File: src/rtl/graphics_pkg.sv
// rtl/graphics_pkg.sv - shared screen geometry and drawer state encodings
package graphics_pkg;

    localparam int H_RES   = 640;
    localparam int V_RES   = 480;
    localparam int ADDR_W  = 19;
    localparam int COLOR_W = 12;
    localparam int COORD_W = 10;

    typedef enum logic [1:0] {
        ST_IDLE = 2'b00,
        ST_EMIT = 2'b01
    } state_t;

endpackage

File: src/rtl/fb_addr_calc.sv
// rtl/fb_addr_calc.sv - combinational screen clip and linear framebuffer address
module fb_addr_calc
    import graphics_pkg::*;
#(
    parameter int H_RES  = graphics_pkg::H_RES,
    parameter int V_RES  = graphics_pkg::V_RES,
    parameter int ADDR_W = graphics_pkg::ADDR_W
) (
    input  logic [COORD_W-1:0] x_i,
    input  logic [COORD_W-1:0] y_i,
    output logic [ADDR_W-1:0]  addr_o,
    output logic               visible_o
);

    // Widen before multiplying so y*H_RES is never truncated ahead of the sum.
    assign addr_o    = ADDR_W'(y_i) * ADDR_W'(H_RES) + ADDR_W'(x_i);
    assign visible_o = (32'(x_i) < H_RES) && (32'(y_i) < V_RES);

endmodule

File: src/rtl/circle_pixel_writer.sv
// rtl/circle_pixel_writer.sv - clips eight octant points and issues them as framebuffer writes
module circle_pixel_writer
    import graphics_pkg::*;
#(
    parameter int H_RES   = graphics_pkg::H_RES,
    parameter int V_RES   = graphics_pkg::V_RES,
    parameter int ADDR_W  = graphics_pkg::ADDR_W,
    parameter int COLOR_W = graphics_pkg::COLOR_W
) (
    input  logic               clk,
    input  logic               rst_,
    input  logic [9:0]         draw_x_0,
    input  logic [9:0]         draw_x_1,
    input  logic [9:0]         draw_x_2,
    input  logic [9:0]         draw_x_3,
    input  logic [9:0]         draw_x_4,
    input  logic [9:0]         draw_x_5,
    input  logic [9:0]         draw_x_6,
    input  logic [9:0]         draw_x_7,
    input  logic [9:0]         draw_y_0,
    input  logic [9:0]         draw_y_1,
    input  logic [9:0]         draw_y_2,
    input  logic [9:0]         draw_y_3,
    input  logic [9:0]         draw_y_4,
    input  logic [9:0]         draw_y_5,
    input  logic [9:0]         draw_y_6,
    input  logic [9:0]         draw_y_7,
    input  logic [COLOR_W-1:0] color,
    input  logic               in_rts,
    output logic               in_rtr,
    output logic [ADDR_W-1:0]  fb_addr,
    output logic [COLOR_W-1:0] fb_data,
    output logic               out_rts,
    input  logic               out_rtr,
    output logic [15:0]        pix_count
);

    state_t                  state_q;
    logic [2:0]              idx_q;
    logic [7:0][9:0]         cap_x_q;
    logic [7:0][9:0]         cap_y_q;
    logic [COLOR_W-1:0]      cap_color_q;
    logic [15:0]             pix_count_q;

    logic [9:0]              pt_x;
    logic [9:0]              pt_y;
    logic                    pt_visible;

    assign pt_x = cap_x_q[idx_q];
    assign pt_y = cap_y_q[idx_q];

    fb_addr_calc #(
        .H_RES  (H_RES),
        .V_RES  (V_RES),
        .ADDR_W (ADDR_W)
    ) u_addr_calc (
        .x_i       (pt_x),
        .y_i       (pt_y),
        .addr_o    (fb_addr),
        .visible_o (pt_visible)
    );

    assign in_rtr    = (state_q == ST_IDLE);
    assign out_rts   = (state_q == ST_EMIT) && pt_visible;
    assign fb_data   = cap_color_q;
    assign pix_count = pix_count_q;

    always_ff @(posedge clk or negedge rst_) begin
        if (!rst_) begin
            state_q     <= ST_IDLE;
            idx_q       <= 3'd0;
            cap_x_q     <= '0;
            cap_y_q     <= '0;
            cap_color_q <= '0;
            pix_count_q <= 16'd0;
        end else begin
            case (state_q)
                ST_IDLE: begin
                    if (in_rts) begin
                        cap_x_q     <= {draw_x_7, draw_x_6, draw_x_5, draw_x_4,
                                        draw_x_3, draw_x_2, draw_x_1, draw_x_0};
                        cap_y_q     <= {draw_y_7, draw_y_6, draw_y_5, draw_y_4,
                                        draw_y_3, draw_y_2, draw_y_1, draw_y_0};
                        cap_color_q <= color;
                        idx_q       <= 3'd0;
                        state_q     <= ST_EMIT;
                    end
                end
                ST_EMIT: begin
                    // Clipped points advance unconditionally; visible ones wait for the write.
                    if (!pt_visible || out_rtr) begin
                        if (pt_visible) begin
                            pix_count_q <= pix_count_q + 16'd1;
                        end
                        idx_q <= idx_q + 3'd1;
                        if (idx_q == 3'd7) begin
                            state_q <= ST_IDLE;
                        end
                    end
                end
                default: state_q <= ST_IDLE;
            endcase
        end
    end

endmodule

File: config.mk
export PLATFORM = sky130hd
export DESIGN_NAME = circle_pixel_writer
export DESIGN_NICKNAME = d
export VERILOG_FILES = /design/src/rtl/graphics_pkg.sv /design/src/rtl/fb_addr_calc.sv /design/src/rtl/circle_pixel_writer.sv
export SDC_FILE = /design/constraint.sdc
export NUM_CORES = 1
export LEC_CHECK = 0
export BUFFER_PORTS_ARGS = -buffer_cell sky130_fd_sc_hd__buf_4
export CAP_MARGIN = 20
export CELL_PAD_IN_SITES_DETAIL_PLACEMENT = 0
export CELL_PAD_IN_SITES_GLOBAL_PLACEMENT = 1
export CORE_MARGIN = 2
export CORE_UTILIZATION = 44
export DETAILED_ROUTE_END_ITERATION = 7
export GPL_ROUTABILITY_DRIVEN = 1
export PLACE_DENSITY = 0.88
export SYNTH_ARGS = -nofsm -noshare
export SYNTH_HDL_FRONTEND = slang
export SYNTH_SLANG_ARGS = --single-unit
File: constraint.sdc
create_clock -name clk -period 5.7 [get_ports clk]
set_input_delay 0.285 -clock clk [delete_from_list [all_inputs] [get_ports clk]]
set_output_delay 0.285 -clock clk [all_outputs]
set_load 0.05 [all_outputs]
# Word-level counts from Yosys, hierarchy flattened
# Cells that the tools add are included.
# Widths: inputs -> output; s select.
dict set report word_totals {
  reg_bits 193
  input_bits 176
  wordCells 53
}
dict set report op_classes {
  addsub 3
  mul 1
  n_lt_le_gt_ge 3
  n_eq_ne 5
  mux 11
  reduce_logical 10
}
# cell count
set ops {}
lappend ops {{$bmux 10 s3} 2}
lappend ops {{$mux 10} 2}
lappend ops {{$add 19x10->19} 1}
lappend ops {{$add 16x1->16 const B} 1}
lappend ops {{$mul 10x3->12 const B} 1}
lappend ops {{$lt 10x10->1 const B} 1}
lappend ops {{$lt 10x9->1 const B} 1}
lappend ops {{$reduce_and 3->1} 3}
lappend ops {{$mux 2} 3}
lappend ops {{$mux 3} 2}
lappend ops {{$pmux 3 s2} 1}
lappend ops {{$lt 3x4->1 const B} 1}
lappend ops {{$ne 2x1->1 const B} 2}
lappend ops {{$pmux 2 s2} 1}
lappend ops {{$add 3x1->3 const B} 1}
lappend ops {{$eq 3x3->1 const B} 1}
lappend ops {{$eq 2x1->1 const B} 1}
lappend ops {{$logic_and 1x1->1} 2}
lappend ops {{$logic_not 2->1} 1}
lappend ops {{$ne 2x2->1 const B} 1}
lappend ops {{$reduce_and 2->1} 1}
lappend ops {{$reduce_bool 2->1} 1}
lappend ops {{$logic_not 1->1} 1}
lappend ops {{$logic_or 1x1->1} 1}

# Depth between registers and ports, before layout
# Gate-level depths: netlist of the first run.
dict set report depth {
  depth_word 8
  ltp_mapped 17
}

# Hierarchy
# Synthesis of the first run repeated with hierarchy kept, for this count alone.
dict set report unflattened {
  cells_unflattened 607
  area_unflattened_um2 9310.2
}
# module instances cells_each area_each_um2 seq_area_each_um2
set by_module_without_submodules {}
lappend by_module_without_submodules {circle_pixel_writer 1 518 8594.5 4804.6}
lappend by_module_without_submodules {fb_addr_calc 1 89 715.7 0.0}

# Worst setup path after synthesis of the first run
# No wires, ideal clock.
dict set report synth_path {
  path_kind {reg2out}
  start {register idx_q[0]}
  end {output port fb_addr[18]}
  t_arrival_ns 4.740
  required_ns 5.415
  setup_slack_ns 0.675
  path_stages_with_launch 17
  path_buffers 4
  cell_sequence {dfrtp_1 > buf_6 > buf_4 > buf_4 > buf_2 > mux4_2 > mux2i_1 > inv_1 > ha_1 > ha_1 > inv_1 > fa_1 > nor4b_1 > nand3_1 > nor3_1 > nand4_1 > xnor2_1}
}
dict set report synth_between {
  elab_chain_cells 4
}
# element line
set synth_lines {}
lappend synth_lines {{from (decl)} circle_pixel_writer.sv:39} ;# logic [2:0] idx_q;
lappend synth_lines {{from (signal assigned)} circle_pixel_writer.sv:95} ;# idx_q <= idx_q + 3'd1;
lappend synth_lines {{$bmux 10 s3} circle_pixel_writer.sv:50} ;# assign pt_y = cap_y_q[idx_q];
lappend synth_lines {{$mux 10 (implied by the code)} circle_pixel_writer.sv:50}
lappend synth_lines {{$mul 10x3->12} fb_addr_calc.sv:16} ;# assign addr_o = ADDR_W'(y_i) * ADDR_W'(H_RES) + ADDR_W'(x_i);
lappend synth_lines {{$add 19x10->19 (*)} fb_addr_calc.sv:16}
lappend synth_lines {{to (decl)} circle_pixel_writer.sv:31} ;# output logic [ADDR_W-1:0] fb_addr,
# Mark *: on every way between the ends. The rest lies on a longest branch, timed or not. The select of a mux whose other input is x is not followed.

# Final worst setup path of the first run
# Same ends and word-level chain as after synthesis.

==> run_results.csv, run 1 <==
group,metric,value,unit
timing,relSlewSlack,29.7,%
logic_synthesis,async_flop_share,100,%
critical_path,crit_family,"simple AND/OR/NAND/NOR gates",
timing,finalSetupTns,0,ns
logic_synthesis,synth-edff-count,0,
global_routing,grt_pass1_wl,32800,microns
floorplanning,dieWidth,149,microns
floorplanning,die_h,149,microns
placed_design,io_buffers,224,
final_layout,design_area,11800,sq um
critical_path,cp_slowest_cell,"dfrtp_2",
logic_synthesis,synth-seq-area-share,51.9,%
logic_synthesis,synth.net_count,815,
global_routing,gr-total-overflow,0,
critical_path,path_cells,"mux4_2 -> mux2i_1 -> inv_1 -> ha_1 -> ha_1 -> inv_1 -> fa_1 -> nor4b_1 -> nand3_1 -> nor3_1 -> nand4_1 -> xnor2_1 -> buf_4",
critical_path,worstPathMaxFanout,21,
final_layout,synthToLayoutAreaGrowth,27.6,%
timing,fin_worst_skew,0.0110,ns
logic_synthesis,ys.flop_type,"dfrtp_1",
timing,clock.fmax,196,MHz
clock_network,clk_path_buf_depth,2,
timing,worst_pin_slew,1.05,ns
final_layout,drive_above_1_share,59.5,%
floorplanning,ios,225,
critical_path,max_stage_delay,0.81,ns
final_layout,final_common_cell,"buf_4",
hold_path,min_path_type,"in2reg",
final_layout,final_cell_count_no_fill,1122,
logic_synthesis,synth.cell_area,9260,sq um
clock_network,cts_tree,"built",
clock_network,numCtsBuffers,17,
flow_run,maxCapViolCount,0,
detailed_routing,avgViaCountPerCell,5.19,
timing,rsz0062_at_grt,"no",
critical_path,crit_required,5.41,ns
global_routing,grt_pass1_vias,6210,
clock_network,cts-root-buf,"clkbuf_16",
clock_network,clk_pin_slew,0.08,ns
detailed_routing,antenna_left,0,
detailed_routing,drt-total-wl,20500,microns
timing,hold_viol,0,
clock_network,clk_latency,0.43,ns
floorplanning,start_util,44.4,%
logic_synthesis,synth_cell_types,49,
final_layout,insertedDiodeCount,0,
placed_design,post_dp_cell_area,11200,sq um
placed_design,dp.cells,1089,
final_layout,final_cell_mix,"230 x buf_4, 194 x mux2_2, 189 x dfrtp_1",
detailed_routing,route.detailed.drc,0,
clock_network,cts.sinks,192,
clock_network,ctsResizeCount,0,
critical_path,end_kind,"primary output",
clock_network,cts.htree.levels,4,
logic_synthesis,yosysWarningCount,0,
global_routing,antenna_found_initial,0,
global_routing,grtUsageTotal,19.3,%
detailed_routing,drt-wirelength-per-cell,18.3,microns
timing,final.period_utilization,89.5,%
detailed_routing,vias,5820,
detailed_routing,drtIter0Drc,182,
timing,slew_viol_final,0,
critical_path,start_kind,"register",
critical_path,worst-path-buf-inv,3,
logic_synthesis,synth_seq_cells,192,
floorplanning,core,20800,sq um
floorplanning,dieArea,22200,sq um
placed_design,gp_congestion,0.777,
timing,setup_violations,0,
placed_design,hpwl,15100,microns
timing,post-route-min-period,5.10,ns
global_routing,grt_max_degree,104,
final_layout,fin_nets,1034,
critical_path,crit_arrival,4.82,ns
logic_synthesis,avgSynthCellArea,15.0,sq um
floorplanning,rows,53,
logic_synthesis,synthCells,615,
detailed_routing,drt_first_pass_iters,4,
critical_path,path_class,"reg2out",
outcome,status,"complete, no violations",
[synth_stat cells, drive strengths merged, types with 2 or more instances]
master,number,area share (%)
o21bai,2,0.16
xor2,8,0.76
a21oi,7,0.42
buf,14,0.78
mux2i,5,0.54
xnor2,22,2.1
clkbuf,18,0.73
dfrtp,192,52
or2,2,0.14
ha,22,3.0
nand4,6,0.41
nor4,2,0.30
or3,2,0.14
o31ai,2,0.16
a211oi,2,0.16
nor2b,7,0.47
nor4b,2,0.35
nor3,6,0.32
and3,3,0.20
nand3,10,0.59
nand2,9,0.36
mux2,194,24
mux4,38,9.4
inv,9,0.36
nor2,11,0.53
fa,2,0.43
o21ai,5,0.27
[final timing paths]
check	from	endpoint	slack, ns	depth (start not counted)
worst min-delay path	color[8]	fb_data[8]	0.08	2
worst max register to register	idx_q[0]	pix_count[9]	2.52	7
worst max-delay path	idx_q[0]	fb_addr[18]	0.60	13
min in group asynchronous	rst_	cap_x_q[35]	0.47	2
max in group asynchronous	rst_	idx_q[0]	3.85	3
worst min register to register	pix_count[15]	pix_count[15]	0.48	1
[layer usage]
metal,track usage (%),part of all wire (%),vias up
met5,0,0,-
met2,31.6,50,139
met1,24.5,42,2945
met4,6.05,1.7,0
li1,-,-,2715
met3,6.02,6.4,21
[sequential cells by signal (all words and copies together), names as in the netlist]
| name | cells |
|---|---|
| cap_x_q | 80 |
| cap_y_q | 80 |
| fb_data | 12 |
| idx_q | 3 |
| pix_count | 16 |
| state_q | 1 |
[cell type report]
type	instances	area [sq um]
Multi-Input combinational cell	382	4280
Clock buffer	19	443
Fill cell	1744	9010
Sequential cell	192	4810
Inverter	9	33.8
Timing Repair Buffer	232	1750
Tap cell	275	344
Clock inverter	13	144
[timing repair]
item	4_1_cts	5_1_grt
endpoints found under the hold margin	34	0
buffers inserted	0	0
endpoints found under the setup margin	0	0
hold buffers	1	0
[logic make-up (layout without fill, tap and decap cells)]
| kind of cell | after synthesis | after routing | synth area share, % |
|---|---|---|---|
| xor gates and xnor gates | 30 | 30 | 2.84 |
| DFF | 192 | 192 | 51.9 |
| and+or+nand+nor | 64 | 64 | 4.14 |
| adders and majority gates | 24 | 24 | 3.41 |
| AOI/OAI and AO/OA | 27 | 27 | 2.27 |
| muxes | 237 | 237 | 33.6 |
| buffers and inverters | 41 | 273 | 1.88 |
[metrics by stage]
stage	worst slack [ns]	utilization [%]	hold WS (ns)
finish	0.600	56.7	0.0796
global route	0.216	56.7	0.0486
global placement	1.16	53.8	0.439
CTS	0.565	56.7	0.0606
floorplan	0.675	-	-0.0106
detailed placement	1.04	53.8	0.448
Power of run 1 is not shown: default switching activity piles up to over one toggle a cycle in this logic, so the estimate is an artifact.
==> run 2: changes to the inputs <==
PLACE_DENSITY = unset   (was 0.88)
PLACE_DENSITY_LB_ADDON = 0.2   (was unset)
==> run 2 against run 1 <==
Global-route usage up 0.28 points. Fmax increased by 1.8%. Die area is the same. Critical endpoint unchanged. Final area is 0.14% higher. Highest routed layer unchanged.
==> run_results.csv, run 2 (synthesis gave the netlist of run 1 again) <==
group,metric,value,unit
outcome,status,"complete, no violations",
critical_path,path_class,"reg2out",
detailed_routing,drt-wirelength-per-cell,18.9,microns
timing,final.period_utilization,87.9,%
detailed_routing,route.detailed.drc,0,
timing,relSlewSlack,14.8,%
timing,worst_pin_slew,1.28,ns
timing,setup_violations,0,
final_layout,final_common_cell,"buf_4",
timing,hold_viol,0,
clock_network,cts.htree.levels,4,
final_layout,fill_cells,1739,
final_layout,drive_above_1_share,59.6,%
final_layout,synthToLayoutAreaGrowth,27.8,%
clock_network,clk_path_buf_depth,2,
final_layout,insertedDiodeCount,0,
flow_run,maxCapViolCount,0,
global_routing,grtUsageTotal,19.5,%
timing,clock.fmax,200,MHz
floorplanning,start_util,44.4,%
floorplanning,dieWidth,149,microns
placed_design,gp_congestion,0.795,
critical_path,start_kind,"register",
critical_path,worstPathMaxFanout,38,
final_layout,fin_nets,1033,
timing,rsz0062_at_grt,"no",
global_routing,antenna_found_initial,0,
clock_network,cts-root-buf,"clkbuf_16",
timing,slew_viol_final,0,
detailed_routing,antenna_left,0,
detailed_routing,drt-total-wl,21200,microns
floorplanning,rows,53,
clock_network,clk_pin_slew,0.07,ns
global_routing,grt_max_degree,175,
placed_design,io_buffers,224,
placed_design,hpwl,15400,microns
detailed_routing,vias,5889,
detailed_routing,avgViaCountPerCell,5.25,
critical_path,r2r_setup_slack,2.44,ns
critical_path,crit_required,5.41,ns
clock_network,cts_tree,"built",
critical_path,end_kind,"primary output",
clock_network,cts.sinks,192,
floorplanning,core,20800,sq um
clock_network,post_cts_buffers,0,
detailed_routing,drtIter0Drc,266,
global_routing,grt_pass1_vias,6335,
clock_network,numCtsBuffers,17,
detailed_routing,drt_first_pass_iters,5,
final_layout,final_cell_mix,"228 x buf_4, 194 x mux2_2, 189 x dfrtp_1",
timing,post-route-min-period,5.01,ns
global_routing,gr-total-overflow,0,
hold_path,min_path_type,"in2reg",
timing,finalSetupTns,0,ns
floorplanning,dieArea,22200,sq um
floorplanning,ios,225,
critical_path,crit_arrival,4.73,ns
global_routing,grt_pass1_wl,33400,microns
floorplanning,die_h,149,microns
clock_network,clk_latency,0.42,ns
timing,fin_worst_skew,0.00853,ns
==> run 2: worst max-delay path: stages, from the launching register on <==
cell and delay (ns):
dfrtp_2 0.97, mux4_2 0.42, mux2i_1 0.25, inv_1 0.11
ha_1 0.29, ha_1 0.21, inv_1 0.07, fa_1 0.45
nor4b_1 0.52, nand3_1 0.16, nor3_1 0.28, nand4_1 0.16
xnor2_1 0.18, buf_4 0.22
==> run 2: final timing paths <==
check | depth (start not counted) | end | start
worst max-delay path | 13 | fb_addr[18] | idx_q[1]
worst min-delay path | 2 | cap_y_q[35] | draw_y_3[5]
worst max register to register | 7 | pix_count[9] | idx_q[0]
worst min register to register | 1 | pix_count[15] | pix_count[15]
max in group asynchronous | 3 | idx_q[1] | rst_
min in group asynchronous | 2 | pix_count[15] | rst_
==> run 2: area by class of cell <==
cell class | instances | area (sq um) | share of cell area, %
tap | 275 | 344 | 2.91
timing repair buffer | 231 | 1760 | 14.8
clock buffer | 19 | 453 | 3.83
inverter | 9 | 33.8 | 0.286
sequential | 192 | 4810 | 40.7
clock inverter | 13 | 145 | 1.23
multi-input combinational | 382 | 4280 | 36.2
==> run 2: timing repair <==
item	4_1_cts	5_1_grt
gates resized for setup	0	0
hold endpoints to repair	75	0
hold buffers	1	0
==> run 2: stage by stage <==
stage	util, %	hold WS (ns)	instance area, sq um	worst slack (ns)	std cells
final	56.8	0.0872	11800	0.689	1121
after global routing	56.8	0.0641	11800	0.384	1121
after CTS	56.8	0.0709	11800	0.634	1121
after detailed placement	53.9	0.362	11200	1.12	1088
after global placement	53.9	0.345	11200	1.18	1088
after floorplan	-	-0.0106	9260	0.675	615
==> run 2: layer usage <==
layer	vias up	wire length [microns]	GRT usage (%)
li1	2714	-	-
met3	26	1220	4.92
met4	0	310	5.48
met2	157	10800	33.1
met1	2992	8880	25.0
met5	-	0	0
Power of run 2 is left out for the same reason.
==> run 3: changes to the inputs <==
CORE_UTILIZATION = 40   (was 44)
CTS_CLUSTER_SIZE = 16   (was unset)
PLACE_DENSITY = 0.82   (was unset)
PLACE_DENSITY_LB_ADDON = unset   (was 0.2)
clock period = 4.33 ns   (was 5.7 ns; I/O delays follow)
==> run 3 against run 2 <==
Routed wire length rose by 6.7%. Final area rose by 10%. Flip-flop and latch count did not move. Die area rose by 9.7%. Sequential share of layout area fell by 3.8 points. Global-route usage fell by 0.79 points. Utilization rose by 0.73 points. Register-to-register slack got worse by 0.96 ns. Highest routed layer unchanged.
==> run_results.csv, run 3 (synthesis gave the netlist of run 1 again) <==
group,metric,value,unit
outcome,status,"complete, no violations",
hold_path,min_path_type,"in2reg",
detailed_routing,antenna_left,0,
final_layout,drive_above_1_share,58.9,%
detailed_routing,drt-wirelength-per-cell,18.6,microns
floorplanning,die_h,156,microns
global_routing,antenna_found_initial,0,
critical_path,crit_arrival,4.09,ns
global_routing,grt_pass1_wl,35200,microns
critical_path,path_class,"reg2out",
critical_path,worstPathMaxFanout,9,
timing,slew_viol_final,0,
final_layout,fin_nets,1120,
clock_network,clk_pin_slew,0.08,ns
timing,hold_viol,0,
final_layout,insertedDiodeCount,0,
global_routing,grt_max_degree,117,
detailed_routing,drt-total-wl,22600,microns
hold_path,min_to,"cap_x_q[54]",
global_routing,grt_pass1_vias,6597,
clock_network,cts_tree,"built",
critical_path,timing.rr.end,"pix_count[15]",
placed_design,gp_congestion,0.725,
clock_network,cts.sinks,192,
final_layout,utilization,57.5,%
final_layout,design_area,13100,sq um
timing,relSlewSlack,24.9,%
critical_path,ff2ff_path_depth,9,
timing,final.period_utilization,99.5,%
hold_path,hold_depth,2,
floorplanning,core,22700,sq um
clock_network,cts-root-buf,"clkbuf_16",
detailed_routing,drt_first_pass_iters,4,
floorplanning,rows,55,
timing,worst_pin_slew,1.13,ns
final_layout,final_common_cell,"buf_4",
timing,finalSetupTns,0,ns
timing,fin_worst_skew,0.0146,ns
placed_design,io_buffers,224,
flow_run,maxCapViolCount,0,
detailed_routing,route.detailed.drc,0,
critical_path,start_kind,"register",
clock_network,clk_path_buf_depth,2,
floorplanning,start_util,40.8,%
placed_design,post_dp_cell_area,11400,sq um
critical_path,crit_required,4.11,ns
final_layout,final_cell_mix,"236 x buf_4, 189 x mux2_2, 189 x dfrtp_1",
final_layout,synthToLayoutAreaGrowth,41.1,%
timing,rsz0062_at_grt,"yes",
detailed_routing,avgViaCountPerCell,5.06,
critical_path,startpoint,"idx_q[0]",
floorplanning,dieWidth,156,microns
placed_design,place_worst_setup_slack,0.0215,ns
detailed_routing,drtIter0Drc,248,
critical_path,worstReg2RegStart,"idx_q[0]",
global_routing,gr-total-overflow,0,
placed_design,hpwl,15500,microns
clock_network,cts.htree.levels,4,
critical_path,r2r_setup_slack,1.48,ns
hold_path,min_from,"draw_x_5[4]",
timing,post-route-min-period,4.31,ns
critical_path,end_kind,"primary output",
clock_network,clk_latency,0.43,ns
floorplanning,ios,225,
clock_network,numCtsBuffers,17,
timing,worst_slack,0.0218,ns
timing,clock.fmax,232,MHz
timing,setup_violations,0,
floorplanning,dieArea,24400,sq um
detailed_routing,vias,6160,
global_routing,grtUsageTotal,18.7,%
-- run 3: cell types whose count changed in the layout (fill, tap and decap cells not counted), moves of 3 or more --
cell | previous run | this run
ha_1 | 22 | 11
xnor2_1 | 22 | 19
mux2_2 | 194 | 189
clkinv_8 | 1 | 5
mux2_4 | 0 | 5
buf_6 | 0 | 6
dlygate4sd3_1 | 1 | 70
ha_4 | 0 | 11
buf_4 | 228 | 236
clkinvlp_4 | 4 | 1
-- run 3: critical path, cell delays in order, from the launching register on --
cell and delay (ns):
dfrtp_4 0.50, buf_12 0.15, buf_16 0.14, mux4_2 0.46, mux2_4 0.32, ha_1 0.32, ha_4 0.23, or2_2 0.28
o31ai_1 0.10, xor2_1 0.25, nor3_4 0.24, nand4_1 0.26, xnor2_4 0.23, buf_6 0.17
-- run 3: layout make-up --
cell class / instances / area (sq um)
Clock buffer: 17 / 425
Clock inverter: 15 / 188
Fill cell: 1813 / 9650
Inverter: 9 / 33.8
Multi-Input combinational cell: 382 / 4570
Sequential cell: 192 / 4810
Tap cell: 285 / 357
Timing Repair Buffer: 318 / 2670
-- run 3: per-layer routing --
metal,global-route usage (%),wire (microns),vias to the layer above
li1,-,-,2888
met1,24.0,9750,3109
met2,31.5,11400,147
met3,5.81,1260,16
met4,4.02,238,0
met5,0,0,-
-- run 3: worst max path at each step --
stage / end / slack [ns] / cells past startpoint
final: fb_addr[18] / 0.02 / 13
after global routing: fb_addr[18] / -0.12 / 14
after CTS: fb_addr[18] / 0.004 / 14
after detailed placement: fb_addr[18] / 0.02 / 12
after global placement: fb_addr[18] / 0.05 / 12
after floorplan: fb_addr[18] / -0.002 / 16
-- run 3: stage by stage --
stage          hold WS (ns)  std cells
6_report             0.0172       1218
5_1_grt            -0.00607       1218
4_1_cts           0.0000204       1191
3_5_place_dp          0.295       1102
3_3_place_gp          0.295       1102
2_1_floorplan       -0.0791        615
-- run 3: repair_timing --
| item | CTS | global route |
|---|---|---|
| setup endpoints to repair | 5 | 4 |
| gates cloned | 1 | 0 |
| hold buffers | 45 | 25 |
| endpoints found under the hold margin | 120 | 25 |
| setup buffers | 11 | 2 |
| pin swaps | 11 | 11 |
| resized for setup | 30 | 10 |
Power of run 3 is left out for the same reason.
